File: src/rtl/pwm_capture.sv
// pwm_capture: measures period, high time and 8-bit duty cycle of an external PWM input.
// Results come from an 8-step restoring divider and are flagged by a one-cycle valid strobe.
module pwm_capture #(
    parameter int WIDTH = 16
) (
    input  logic             wb_clk_i,
    input  logic             wb_rst_ni,
    input  logic             en,
    input  logic             pwm_in,
    output logic [WIDTH-1:0] period,
    output logic [WIDTH-1:0] high_time,
    output logic [7:0]       duty_cycle,
    output logic             valid,
    output logic             stuck,
    output logic             overrun
);
    typedef enum logic [1:0] {IDLE, ARM, MEAS, DIV} state_t;

    localparam logic [WIDTH-1:0] MAX = '1;

    state_t           state, state_nx;
    logic             s1, s2, s3;
    logic [WIDTH-1:0] cnt, hi_snap, per_snap, hi_div;
    logic [WIDTH:0]   r, r_sh, r_nx;
    logic [7:0]       q, q_nx;
    logic [2:0]       it;
    logic             rise, fall, tmo, start, done, ge;

    assign rise = s2 & ~s3;
    assign fall = ~s2 & s3;

    // r stays below per_snap, so the shifted remainder always fits in WIDTH+1 bits
    assign r_sh = {r[WIDTH-1:0], 1'b0};
    assign ge   = r_sh >= {1'b0, per_snap};
    assign r_nx = ge ? r_sh - {1'b0, per_snap} : r_sh;
    assign q_nx = {q[6:0], ge};

    always_comb begin
        state_nx = state;
        tmo      = 1'b0;
        start    = 1'b0;
        done     = 1'b0;
        case (state)
            IDLE: state_nx = ARM;
            ARM: begin
                tmo      = ~rise & (cnt == MAX);
                state_nx = rise ? MEAS : ARM;
            end
            MEAS: begin
                tmo      = ~rise & (cnt == MAX);
                start    = rise;
                state_nx = rise ? DIV : (tmo ? ARM : MEAS);
            end
            DIV: begin
                done     = it == 3'd7;
                state_nx = done ? MEAS : DIV;
            end
        endcase
        if (!en) begin
            state_nx = IDLE;
            tmo      = 1'b0;
            start    = 1'b0;
            done     = 1'b0;
        end
    end

    always_ff @(posedge wb_clk_i or negedge wb_rst_ni) begin
        if (!wb_rst_ni) begin
            state <= IDLE;
        end else begin
            state <= state_nx;
        end
    end

    always_ff @(posedge wb_clk_i or negedge wb_rst_ni) begin
        if (!wb_rst_ni) begin
            {s3, s2, s1} <= '0;
            cnt          <= '0;
            hi_snap      <= '0;
            per_snap     <= '0;
            hi_div       <= '0;
            r            <= '0;
            q            <= '0;
            it           <= '0;
            period       <= '0;
            high_time    <= '0;
            duty_cycle   <= '0;
            valid        <= 1'b0;
            stuck        <= 1'b0;
            overrun      <= 1'b0;
        end else begin
            {s3, s2, s1} <= {s2, s1, pwm_in};
            valid        <= tmo | done;
            overrun      <= en & (overrun | ((state == DIV) & rise));
            // a timeout restarts the count so a held level re-reports every MAX cycles
            if (!en || state == IDLE)
                cnt <= '0;
            else if (rise || tmo)
                cnt <= WIDTH'(1);
            else if (cnt != MAX)
                cnt <= cnt + WIDTH'(1);
            if (fall)
                hi_snap <= cnt;
            if (start) begin
                per_snap <= cnt;
                hi_div   <= hi_snap;
                r        <= {1'b0, hi_snap};
                it       <= '0;
            end
            if (state == DIV) begin
                r  <= r_nx;
                q  <= q_nx;
                it <= it + 3'd1;
            end
            if (done) begin
                period     <= per_snap;
                high_time  <= hi_div;
                duty_cycle <= q_nx;
                stuck      <= 1'b0;
            end
            if (tmo) begin
                period     <= MAX;
                high_time  <= MAX;
                duty_cycle <= {8{s2}};
                stuck      <= 1'b1;
            end
        end
    end
endmodule
File: config.mk
export PLATFORM = sky130hd
export DESIGN_NAME = pwm_capture
export DESIGN_NICKNAME = d
export VERILOG_FILES = /design/src/rtl/pwm_capture.sv
export SDC_FILE = /design/constraint.sdc
export NUM_CORES = 1
export LEC_CHECK = 0
export CAP_MARGIN = 20
export CORE_MARGIN = 2
export CORE_UTILIZATION = 59
export CTS_CLUSTER_DIAMETER = 120
export DETAILED_ROUTE_END_ITERATION = 7
export PLACE_DENSITY = 0.8
export SLEW_MARGIN = 10
export SYNTH_ARGS = -nofsm -noshare
export SYNTH_HDL_FRONTEND = slang
export SYNTH_SLANG_ARGS = --single-unit
File: constraint.sdc
create_clock -name wb_clk_i -period 2.3 [get_ports wb_clk_i]
set_input_delay 0.345 -clock wb_clk_i [delete_from_list [all_inputs] [get_ports wb_clk_i]]
set_output_delay 0.345 -clock wb_clk_i [all_outputs]
set_load 0.05 [all_outputs]
==> results.md <==
- The flow ran to the end, and the final reports show no timing, DRC or antenna violations.
- Excluding fillers, the count of instances in the completed layout stands at 892.
- The total power per unit cell area is 848 nW/um^2.
- The worst hold path belongs to the class flop to flop.
- Using the TritonRoute via totals, the vias-per-cell ratio works out to 6.00.
- The count of maximum capacitance violations is 0.
- The number of levels in the clock H-tree is 4.
- At the worst endpoint, the arrival time is 2.56 ns.
- Once detail routing completed, the nets flagged for antenna violations numbered 0.
- The number of nets in the finished design is 764.
- The post-CTS repair timing setup buffer count is 0.
- TritonCTS built the clock tree.
- The sum of routed wire length over all layers is 16600 um.
- Clock latency on the worst-skew pair, taken at its later pin, is 0.42 ns.
- For this run, the leading register cell type out of synthesis is sky130_fd_sc_hd__dfrtp_1.
- The library cell used most frequently in the layout, excluding fill and tap cells, is sky130_fd_sc_hd__dfrtp_1.
- The share of final-layout standard cells stronger than drive strength 1 is 14.6%.
- The HPWL after detailed placement is 11700 um.
- The share of the Yosys chip area taken by registers is 51.3%.
- The maximum buffer depth of the clock tree is 2.
- The area growth from synthesis to final layout is 21.4%.
- After global routing the overflow that remains totals 0.
- Dividing the final minimum period by the clock period gives 98.5%.
- The largest vdd supply drop is 0.614 mV.
- For met2 alone, demand over resource in global routing was 45.2%.
- The switching power is 1.98 mW.
- In the global route stage, met1 resource usage came out at 37.4%.
- Setup repair after global routing could not meet its margin everywhere.
- The post-placement worst setup slack is 0.0443 ns.
- The first global-routing pass estimated 27600 um of wire.
- The area of the mapped netlist is 6740 um^2.
- Net switching is 28.6% of the power.
- Row generation in the floorplan step produced 39 rows.
- After technology mapping, the gate count stands at 674.
- The post-synthesis async set-or-reset flop share is 100%.
- The count of vias placed by the detailed router is 5348.
- The first detailed-routing pass ran for 5 iterations.
- Timing would allow up to 441 MHz.
- In this run, the number of DRC markers left after iteration 0 of detailed routing was 312.
- The worst slew slack as a fraction of its limit is 47.4%.
- The clock period minus final worst setup slack is 2.27 ns.
- Synthesis produced a netlist with a net count of 702.
- The class of the most critical setup path is flop to flop.
- After synthesis, the mean cell area works out to 9.99 um^2.
- The relative contribution of combinational cells to total power is 20.2%.
- The die extent in y is 111 um.
- The die width is 111 um.
- STA classifies the critical path endpoint as a flop.
- The routing layer with the top usage in global route is met2.
- The sequential standard cell area is 3450 um^2.
- In the layout the commonest cells are sky130_fd_sc_hd__dfrtp_1, sky130_fd_sc_hd__nand2_1, sky130_fd_sc_hd__clkdlybuf4s50_1.
- After layout, the worst setup slack is 0.0345 ns.
- In the final layout, the multi-input gates occupy 3090 um^2.
- The average wire per cell in the routed design is 18.6 um.
- The top-level I/O count is 47.
- The global-route usage over all layers is 28.2%.
- The number of placed instances, taps included, is 859.
- Entering global routing, the biggest net connects 66 pins.
- The clock root buffer is sky130_fd_sc_hd__clkbuf_16.
- The congestion estimate from routability-driven global placement came to 0.946.
- In this run, the clock network consumes 40.1% of the power.
- During placement, the flow inserted port buffers numbering 46.
- The nature of the critical path startpoint is a flop.
- The DRC violation count after routing is 0.
- The total inserted antenna cells is 0.
- The floorplan die area is 12300 um^2.
- The total leakage power is 3.98 nW.
- The maximum fanout encountered on the critical timing path is 3.
- Yosys mapped a number of flops with a built-in enable equal to 0.
- The final count of hold timing violations is 0.
- The global routing usage on met3 is 6.29%.
- The internal power of the cells totals 4.95 mW.
- Clock-pin slew was measured on the worst setup and hold paths at 0.06 ns.
- The warning count from the yosys run is 0.
- The via count of the first global-routing pass is 5367.
- The count of different cell masters after synthesis is 63.
- The starting utilization of the core area is 59.8%.
- The flip-flop and latch count after synthesis is 138.
- The number of sinks driven by the clock tree is 138.
- The core region is 11300 um^2.
- After filler insertion, the fill cell instance count of the layout stands at 821.
- The share of power burned in registers is 39.7%.
- The number of pins exceeding their max-slew limit in the final report is 0.
- The number of antenna violations at the first check in global routing was 0.
- Counting the buffers created by CTS gives 17.
- Data on the critical path is required at its endpoint by 2.59 ns.
- The final worst clock skew is 0.00693 ns.
- At the pin with the least slew margin, the transition time is 0.787 ns.
- Setup violations remaining at the end of the flow were counted as 0.
==> flip-flops by register name (all words and copies together), names as in the netlist, 7 cells and up <==
signal and flops:
r 16, period 16, high_time 16, cnt 16
q 7, per_snap 16, duty_cycle 8, hi_snap 16
hi_div 16
==> cell usage after synthesis (6+ instances only) <==
cell type	number	area, um^2
sky130_fd_sc_hd__o211ai_1	20	150
sky130_fd_sc_hd__and3_1	10	62.6
sky130_fd_sc_hd__xnor2_1	14	123
sky130_fd_sc_hd__nand3_1	26	130
sky130_fd_sc_hd__mux2_2	22	248
sky130_fd_sc_hd__nor2_1	29	109
sky130_fd_sc_hd__nand2b_1	6	37.5
sky130_fd_sc_hd__a21o_1	16	120
sky130_fd_sc_hd__a211oi_1	9	67.6
sky130_fd_sc_hd__inv_1	24	90.1
sky130_fd_sc_hd__and2_1	14	87.6
sky130_fd_sc_hd__o21ai_0	32	160
sky130_fd_sc_hd__xor2_1	12	105
sky130_fd_sc_hd__clkbuf_1	19	71.3
sky130_fd_sc_hd__a31oi_1	21	131
sky130_fd_sc_hd__ha_1	23	288
sky130_fd_sc_hd__buf_2	11	55.1
sky130_fd_sc_hd__a21oi_1	17	85.1
sky130_fd_sc_hd__dfrtp_1	138	3450
sky130_fd_sc_hd__nand2_1	130	488
==> power groups by stage <==
stage	combinational, mW	clock, mW	sequential (mW)
floorplan	0.876	0	2.79
global placement	1.30	0	2.77
detailed placement	1.33	0	2.78
CTS	1.35	2.81	2.74
global route	1.53	2.92	2.76
finish	1.40	2.78	2.75
==> worst max-delay path, cell delays in order (launching register included) <==
cell	delay, ns
sky130_fd_sc_hd__dfrtp_1	0.43
sky130_fd_sc_hd__ha_1	0.32
sky130_fd_sc_hd__nor2b_1	0.16
sky130_fd_sc_hd__o31a_1	0.30
sky130_fd_sc_hd__or2_4	0.30
sky130_fd_sc_hd__a2111o_1	0.45
sky130_fd_sc_hd__nand3_1	0.10
sky130_fd_sc_hd__a31oi_1	0.09
==> worst paths after layout <==
check / from / endpoint / slack, ns / cells after the start
max: r[1] / r[14] / 0.03 / 7
min: s1 / s2 / 0.36 / 0
max reg2reg: r[1] / r[14] / 0.03 / 7
min reg2reg: s1 / s2 / 0.36 / 0
max in group asynchronous: wb_rst_ni / it[2] / 1.15 / 3
min in group asynchronous: wb_rst_ni / period[13] / 0.49 / 2
==> stage by stage <==
step	total power [mW]	util (%)	hold slack [ns]	cell area (um^2)	setup TNS, ns
2_1_floorplan	3.66	-	0.0494	6740	0
3_3_place_gp	4.06	66.6	0.333	7510	0
3_5_place_dp	4.11	66.6	0.345	7510	0
4_1_cts	6.90	72.0	0.358	8120	0
5_1_grt	7.21	72.5	0.366	8180	-0.0244
6_report	6.93	72.5	0.360	8180	0
==> timing repair <==
action,CTS,global route
resized for setup,0,14
hold buffers,1,0
endpoints found under the setup margin,0,45
hold endpoints to repair,62,0
==> cell type report <==
| type | instances | area share, % |
|---|---|---|
| flip-flops and latches | 138 | 42.2 |
| multi-input cells | 476 | 37.8 |
| repair buffers | 79 | 9.32 |
| clock buffers | 21 | 5.63 |
| well taps | 143 | 2.19 |
| clock inverters | 11 | 1.74 |
| inverters | 24 | 1.10 |
==> cell families after synthesis <==
group / after synthesis / synth area share, %
compound gates: 151 / 15.1
xor+xnor: 26 / 3.38
fa+ha+maj: 24 / 4.57
buf+inv: 60 / 3.83
flops: 138 / 51.3
mux: 25 / 4.12
simple gates: 250 / 17.7
==> metal layers <==
| layer | part of all wire [%] | vias up |
|---|---|---|
| met5 | 0 | - |
| met4 | 2.8 | 0 |
| met3 | 5.3 | 37 |
| met2 | 49 | 165 |
| met1 | 43 | 2654 |
| li1 | - | 2492 |
Power figures use the tool's default switching activity.
